==> src/rtl/spi_bus_arb.sv <==
//==============================================================================
// Module      : spi_bus_arb
// Description : Locked, round-robin arbiter sharing one SPI master between the
//               A2D engine (A) and the inertial-sensor interface (B), with a
//               hold-time watchdog that evicts a stuck owner.
// Revision    : 1.0 - initial release
//==============================================================================
`default_nettype none

module spi_bus_arb #(
    parameter int MAX_HOLD = 4096,
    parameter int HW       = 13
) (
    input  logic        clk,
    input  logic        rst_n,
    input  logic        a_req,
    input  logic        a_wrt,
    input  logic [15:0] a_cmd,
    output logic        a_gnt,
    output logic        a_done,
    input  logic        b_req,
    input  logic        b_wrt,
    input  logic [15:0] b_cmd,
    output logic        b_gnt,
    output logic        b_done,
    output logic        spi_wrt,
    output logic [15:0] spi_cmd,
    input  logic        spi_done,
    output logic        tmo,
    output logic        proto_err
);

    typedef enum logic [1:0] {
        ST_IDLE  = 2'd0,
        ST_OWN_A = 2'd1,
        ST_OWN_B = 2'd2,
        ST_DRAIN = 2'd3
    } state_t;

    localparam logic          c_OWNER_A   = 1'b0;
    localparam logic          c_OWNER_B   = 1'b1;
    localparam logic [HW-1:0] c_HOLD_LAST = HW'(MAX_HOLD - 1);

    state_t          r_state;
    state_t          w_next_state;
    logic            r_owner;      // doubles as last_owner for the round-robin tie break
    logic            r_busy;
    logic [HW-1:0]   r_hold;

    logic            w_owning;
    logic            w_own_req;
    logic            w_own_wrt;
    logic [15:0]     w_own_cmd;
    logic            w_expire;
    logic            w_release;
    logic            w_grant;
    logic            w_grant_owner;

    always_comb begin
        w_owning  = (r_state == ST_OWN_A) || (r_state == ST_OWN_B);
        w_own_req = (r_owner == c_OWNER_B) ? b_req : a_req;
        w_own_wrt = w_owning && ((r_owner == c_OWNER_B) ? b_wrt : a_wrt);
        w_own_cmd = (r_owner == c_OWNER_B) ? b_cmd : a_cmd;
        w_release = w_owning && !w_own_req && !r_busy;
        w_expire  = w_owning && (r_hold == c_HOLD_LAST);
    end

    always_comb begin
        w_next_state  = r_state;
        w_grant       = 1'b0;
        w_grant_owner = r_owner;
        case (r_state)
            ST_IDLE: begin
                if (a_req || b_req) begin
                    w_grant = 1'b1;
                    // On a tie the requester that did not own the bus last wins
                    if (a_req && b_req)
                        w_grant_owner = ~r_owner;
                    else
                        w_grant_owner = b_req ? c_OWNER_B : c_OWNER_A;
                    w_next_state = (w_grant_owner == c_OWNER_B) ? ST_OWN_B : ST_OWN_A;
                end
            end
            ST_OWN_A, ST_OWN_B: begin
                if (w_release)
                    w_next_state = ST_IDLE;
                else if (w_expire)
                    w_next_state = ST_DRAIN;
            end
            ST_DRAIN: begin
                if (!r_busy || spi_done)
                    w_next_state = ST_IDLE;
            end
            default: w_next_state = ST_IDLE;
        endcase
    end

    always_ff @(posedge clk or negedge rst_n) begin
        if (!rst_n) begin
            r_state <= ST_IDLE;
            r_owner <= c_OWNER_B;
            r_busy  <= 1'b0;
            r_hold  <= '0;
        end else begin
            r_state <= w_next_state;
            if (w_grant)
                r_owner <= w_grant_owner;
            if (spi_wrt)
                r_busy <= 1'b1;
            else if (spi_done)
                r_busy <= 1'b0;
            if (w_grant)
                r_hold <= '0;
            else if (w_owning && (r_hold != c_HOLD_LAST))
                r_hold <= r_hold + 1'b1;
        end
    end

    assign a_gnt     = (r_state == ST_OWN_A);
    assign b_gnt     = (r_state == ST_OWN_B);
    assign spi_wrt   = w_own_wrt && !r_busy;
    assign proto_err = w_own_wrt && r_busy;
    assign spi_cmd   = w_owning ? w_own_cmd : 16'h0000;
    // A voluntary release in the expiry cycle takes precedence over eviction
    assign tmo       = w_expire && !w_release;
    // Owner survives DRAIN, so a late completion still reaches the evicted side
    assign a_done    = spi_done && r_busy && (r_owner == c_OWNER_A);
    assign b_done    = spi_done && r_busy && (r_owner == c_OWNER_B);

endmodule

`default_nettype wire
==> config.mk <==
export PLATFORM = sky130hd
export DESIGN_NAME = spi_bus_arb
export DESIGN_NICKNAME = d
export VERILOG_FILES = /design/src/rtl/spi_bus_arb.sv
export SDC_FILE = /design/constraint.sdc
export NUM_CORES = 1
export LEC_CHECK = 0
export ABC_CLOCK_PERIOD_IN_PS = 2600
export BUFFER_PORTS_ARGS = -buffer_cell sky130_fd_sc_hd__buf_2
export CAP_MARGIN = 10
export CORE_MARGIN = 2
export CORE_UTILIZATION = 39
export CTS_CLUSTER_SIZE = 30
export DETAILED_ROUTE_END_ITERATION = 12
export PLACE_DENSITY = 0.81
export SLEW_MARGIN = 15
export SYNTH_ARGS = -nofsm -noshare
export SYNTH_HDL_FRONTEND = slang
export SYNTH_SLANG_ARGS = --single-unit
export TNS_END_PERCENT = 20
==> constraint.sdc <==
create_clock -name clk -period 2.6 [get_ports clk]
set_input_delay 0.13 -clock clk [delete_from_list [all_inputs] [get_ports clk]]
set_output_delay 0.13 -clock clk [all_outputs]
set_load 0.1 [all_outputs]
==> results by group, run 1 <==
Run status
  • Outcome: completed

Final layout
  • Final core utilization: 52.5%
  • Most common cell after layout, fill and taps aside: buf_2
  • ANT cells: 0
  • Cell Count, Final, Fillers Out: around 250
  • Most frequent cells in the layout: 61 x buf_2, 18 x mux2i_1, 17 x nor2b_1
  • P&R area growth vs syn: 30.3%
  • Layout cells sized above 1: a little under two fifths
  • Nets: between 200 and 300

Worst setup path
  • CP Capture Type: output pin
  • R2R cell count: 6
  • Crit Path Max Fanout: 6
  • Nature of the critical path startpoint: register
  • Slowest cell on crit path: or4_4
  • CP Data Required Time: around 2500 ps
  • Reg2reg end: r_hold[9]$_DFFE_PN0P_
  • Cell chain of the critical path: ha_1, nand3_1, or4_4, nor2_1, buf_2
  • R2r startpoint: r_state[1]$_DFFE_PN0P_
  • CP arrival: ~2100 ps
  • Slowest Stage Delay on Critical Path: around 460 ps
  • Flop2flop setup slack: between 600 and 700 ps
  • Critical path type: reg -> out
  • CP delay by family, top: simple AND/OR/NAND/NOR gates
  • CP bufs+invs: 1

Floorplanning
  • Ports: 62
  • Die Ht: 62.5 µm
  • Area of the die: 3900 µm²
  • Initial Util: between 40% and 50%
  • Die width: 62.5 µm
  • FP Rows: 21
  • Core area: approximately 3300 µm²

Logic synthesis
  • Post-synth ARST share: 100%
  • Register area share after synthesis: 32.0%
  • Mapped Cells: 145
  • Syn nets: 190
  • Simple-gate share of the synthesized area: about a quarter
  • Synth Area in Adders: under 10%
  • Synthesized area per cell: 9.19 µm²
  • Mux contribution to synthesized area: between 10% and 20%
  • Largest family of logic cells by synthesized area: simple AND/OR/NAND/NOR gates
  • Post-synth top flop: dfrtp_1
  • Yosys warnings: 0
  • Compound-gate portion of the synthesized area: between 10% and 20%
  • Post-synthesis cell type count: between 40 and 50
  • #FFs+latches synth: 17
  • EDFF count, synth: 0
  • Cell Area, Synth: 1330 µm²
  • Post-synthesis xor/xnor area fraction: 1.97%

Detailed routing
  • Detail Route Antenna Nets: 0
  • Iteration-0 DRC Markers: 82
  • Total Wirelength: between 3000 and 4000 µm
  • Mean number of vias per cell: 5.24
  • Residual DRC: 0
  • Drt wl/cell: around 13 µm
  • Drt pass-1 iters: 4
  • Routed vias: around 1300

Placed design
  • Placer Congestion: between 0.8 and 0.9
  • DP Cell Count: roughly 250
  • Port Buffers: 61
  • HPWL Detailed: approximately 2600 µm

GRT
  • First-pass GRT wire length: between 5000 and 6000 µm
  • Initial antenna violation count: 0
  • GRT Util Overall: roughly 17%
  • Congestion Overflow GR: 0
  • Largest net degree at the start of global routing: 24
  • Vias in the first global route: approximately 1300

Clock network
  • Clock latency on the worst-skew pair: 290 ps
  • Clock sink total: 17
  • H-tree depth: 1
  • Clk root buf: clkbuf_4
  • CTS buffer count: 3
  • Post_cts resized: 0
  • CTS tree: built
  • Worst-path clk slew: 100 ps
  • Clock tree buffer depth: 2

Worst hold path
  • Hold Path Class: in -> reg
  • Min-delay src: a_req
  • Hold path endpoint: r_owner$_DFFE_PN1P_
  • WHS Path Cells: 2

Timing
  • Max Slew Vio Count: 0
  • Final min period: approximately 2200 ps
  • Worst-margin pin slew: 518 ps
  • Worst hold slack: about 33 ps
  • RSZ-0062 raised after global routing: no
  • Final hold vios: 0
  • Max Clock Skew: roughly 1.3 ps
  • Period utilization: 85.4%
  • F_max: around 0.45 GHz
  • Setup violators final: 0
  • Slew headroom: ~65%

Flow run
  • Max Cap Viol: 0
==> synthesized netlist by cell type, types with 2 or more instances <==
cell	number	share of area, %
nor2b_1	17	8.0
nand2_1	6	1.7
o21ai_0	4	1.5
nand3_1	5	1.9
a21oi_1	7	2.6
dfrtp_1	16	30
clkbuf_1	5	1.4
o31ai_1	3	1.7
inv_1	5	1.4
mux2_2	2	1.7
mux2i_1	18	14
nor3_1	3	1.1
o211ai_1	2	1.1
nand4_1	4	1.9
and4_1	3	2.0
or3_1	2	0.94
nor2_1	11	3.1
xor2_1	3	2.0
ha_1	6	5.6
==> stage by stage <==
stage / cell area [µm²] / worst slack (ps) / setup TNS, ps
global placement: 1700 / 727 / 0
global route: 1740 / 255 / 0
CTS: 1740 / 368 / 0
finish: 1740 / 379 / 0
detailed placement: 1700 / 701 / 0
floorplan: 1340 / -77.4 / -484
==> state kept, by name (all words and copies together) (netlist names) <==
register,count
r_hold,13
r_owner,1
r_state,2
r_busy,1
==> worst max path at each step <==
| stage | slack (ps) | depth (start not counted) | from | end |
|---|---|---|---|---|
| after floorplan | -80 | 4 | r_owner$_DFFE_PN1P_ | spi_cmd[10] |
| after global placement | 730 | 5 | r_hold[0]$_DFFE_PN0P_ | tmo |
| after detailed placement | 700 | 6 | r_state[0]$_DFFE_PN0P_ | r_hold[9]$_DFFE_PN0P_ |
| after CTS | 370 | 5 | r_hold[0]$_DFFE_PN0P_ | tmo |
| after global routing | 250 | 4 | r_hold[6]$_DFFE_PN0P_ | tmo |
| final | 380 | 5 | r_hold[0]$_DFFE_PN0P_ | tmo |
==> routing by layer <==
layer	vias up	global-route usage, %	part of all wire (%)
met1	602	19.1	42
met4	0	6.67	1.7
met3	5	2.70	6.9
met5	-	0	0
li1	665	-	-
met2	60	31.2	49
==> cell families (layout without fill, tap and decap cells) <==
kind of cell	Yosys count	in the layout
adder cells (fa/ha/maj)	6	6
multiplexers	20	20
flip-flops	17	17
buffers and inverters	11	74
AO/OA/AOI/OAI	30	30
AND/OR/NAND/NOR	58	58
XOR/XNOR	3	3
==> cell type report <==
type	instances	area [µm²]
clock buffer	3	22.5
inverter	5	18.8
fill	356	1570
sequential	17	427
tap	46	57.6
timing repair buffer	65	338
multi-input combinational	117	868
clock inverter	1	5.00
==> timing repair <==
item                                    CTS  global route
endpoints found under the setup margin    0             0
hold endpoints to repair                 16             0
hold buffers                              1             0
setup buffers                             0             0
Power of run 1 is left out: the tool's default activity adds up to more than one toggle a clock period on the data nets, which glitch-free logic cannot reach.
==> inputs of run 2 (changes only) <==
--- a/config.mk
+++ b/config.mk
@@ -8,7 +8,7 @@
 export ABC_CLOCK_PERIOD_IN_PS = 2600
 export BUFFER_PORTS_ARGS = -buffer_cell sky130_fd_sc_hd__buf_2
 export CAP_MARGIN = 10
-export CORE_MARGIN = 2
+export CORE_ASPECT_RATIO = 1.1
 export CORE_UTILIZATION = 39
 export CTS_CLUSTER_SIZE = 30
 export DETAILED_ROUTE_END_ITERATION = 12
==> results by group, run 2 (same netlist as run 1, synthesis figures left out) <==
Clock network
  • Clock latency on the worst-skew pair: 300 ps (about the same)
  • CTS tree: built
  • Clock sink total: 17 (unchanged)
  • CTS buffer count: 3 (unchanged)
  • Clk root buf: clkbuf_4
  • Worst-path clk slew: 100 ps (about the same)
  • Clock tree buffer depth: 2 (unchanged)
  • H-tree depth: 1 (unchanged)

Floorplanning
  • Initial Util: 42.3% (+2.0 points)
  • Die Ht: 63.3 µm (+1.4%)
  • Die width: 57.7 µm (-7.6%)
  • Area of the die: 3650 µm² (-6.3%)
  • FP Rows: 21 (unchanged)
  • Core area: 3150 µm² (-4.8%)
  • Ports: 62 (unchanged)

Detailed routing
  • Drt pass-1 iters: 4 (unchanged)
  • Detail Route Antenna Nets: 0 (unchanged)
  • Total Wirelength: 3120 µm (-2.3%)
  • Iteration-0 DRC Markers: 37 (-55%)
  • Mean number of vias per cell: 5.62 (+7.1%)
  • Drt wl/cell: 12.9 µm (+2.9%)
  • Routed vias: 1354 (+1.7%)
  • Residual DRC: 0 (unchanged)

Worst setup path
  • Crit path from: r_hold[0]$_DFFE_PN0P_
  • Cell chain of the critical path: ha_1, nand3_1, or4_4, nor2_1, buf_2
  • CP Data Required Time: 2470 ps (about the same)
  • Reg2reg end: r_hold[9]$_DFFE_PN0P_
  • CP arrival: 2140 ps (+50 ps)
  • Crit path to: tmo
  • Flop2flop setup slack: 660 ps (-20 ps)
  • Critical path type: reg -> out
  • Slowest cell on crit path: or4_4
  • CP Capture Type: output pin
  • Slowest Stage Delay on Critical Path: 470 ps (about the same)
  • Crit Path Max Fanout: 6 (unchanged)
  • R2R cell count: 6 (unchanged)
  • Nature of the critical path startpoint: register
  • R2r startpoint: r_state[0]$_DFFE_PN0P_

Final layout
  • P&R area growth vs syn: 28.5%
  • Area of the multi-input gates: 868 µm² (unchanged)
  • Cell Count, Final, Fillers Out: 241 (-5.1%)
  • Largest registers: r_hold: 13 flops, r_state: 2 flops
  • Nets: 253 (-0.39%)
  • FILL cells: 295 (-17%)
  • Finished Cell Area: 1710 µm² (-1.4%)
  • Most common cell after layout, fill and taps aside: buf_2
  • Final core utilization: 54.3% (+1.9 points)
  • Largest register FFs: 13 (unchanged)
  • Layout cells sized above 1: 36.7% (-0.79 points)
  • Most frequent cells in the layout: 61 x buf_2, 18 x mux2i_1, 17 x nor2b_1
  • Reg area: 427 µm² (unchanged)
  • Largest Register: r_hold
  • ANT cells: 0 (unchanged)

Timing
  • Final hold vios: 0 (unchanged)
  • RSZ-0062 raised after global routing: no
  • Max Clock Skew: 7.14 ps (+5.85 ps)
  • Slew headroom: 45.8% (-19 points)
  • Final worst setup slack: 333 ps (-46.3 ps)
  • F_max: 0.441 GHz (-2.0%)
  • Final min period: 2270 ps (+46.3 ps)
  • Worst-margin pin slew: 812 ps (+293 ps)
  • Setup violators final: 0 (unchanged)
  • Max Slew Vio Count: 0 (unchanged)
  • Period utilization: 87.2% (+1.8 points)

Placed design
  • Pre-CTS WS: 655 ps (-46.4 ps)
  • Post-DP Area: 1680 µm² (-1.3%)
  • DP Cell Count: 236 (-5.2%)
  • Placer Congestion: 0.771 (-12%)
  • HPWL Detailed: 2480 µm (-3.5%)
  • Port Buffers: 61 (unchanged)

GRT
  • Initial antenna violation count: 0 (unchanged)
  • Largest net degree at the start of global routing: 24 (unchanged)
  • Congestion Overflow GR: 0 (unchanged)
  • GRT Util Overall: 18.3% (+1.5 points)
  • First-pass GRT wire length: 5220 µm (-2.2%)
  • Vias in the first global route: 1266 (-1.7%)

Worst hold path
  • Min-delay src: a_req
  • Hold Path Class: in -> reg

Run status
  • Outcome: completed

Flow run
  • Max Cap Viol: 0 (unchanged)
## run 2: how the worst min path moves through the flow
stage                                         to  cells past startpoint
after floorplan               r_busy$_DFFE_PN0P_                      0
after global placement    r_hold[10]$_DFFE_PN0P_                      1
after detailed placement  r_hold[10]$_DFFE_PN0P_                      1
after CTS                    r_owner$_DFFE_PN1P_                      2
after global routing         r_owner$_DFFE_PN1P_                      2
final                        r_owner$_DFFE_PN1P_                      2
## run 2: per-layer routing
metal  global-route usage (%)  wire length, µm
met1                     20.5             1270
met2                     32.4             1550
met3                     5.13              237
met4                     6.55               58
met5                        0                0
## run 2: metrics by stage
step / TNS (ps) / hold WS (ps)
2_1_floorplan: -484 / -166
4_1_cts: 0 / 11.2
6_report: 0 / 19.0
3_5_place_dp: 0 / 72.0
3_3_place_gp: 0 / 72.6
5_1_grt: 0 / 35.3
## run 2: area by class of cell
cell class                 count  share of cell area (%)
multi-input combinational    117                    50.7
clock buffer                   4                    1.53
timing repair buffer          64                    19.3
tap                           34                    2.48
sequential                    17                    24.9
inverter                       5                    1.10
## run 2: worst max-delay path: cells and delay by family, from the launching register on
family                     cells  cell delay (ps)
DFF                            1              390
adders and majority gates      1              260
and+or+nand+nor                3              760
buffers and inverters          1              430
## run 2: timing repair
action                    in CTS  in global routing
buffers inserted               0                  0
hold buffers                   1                  0
hold endpoints to repair      16                  0
gates resized for setup        0                  0
Power of run 2 is left out for the same reason.
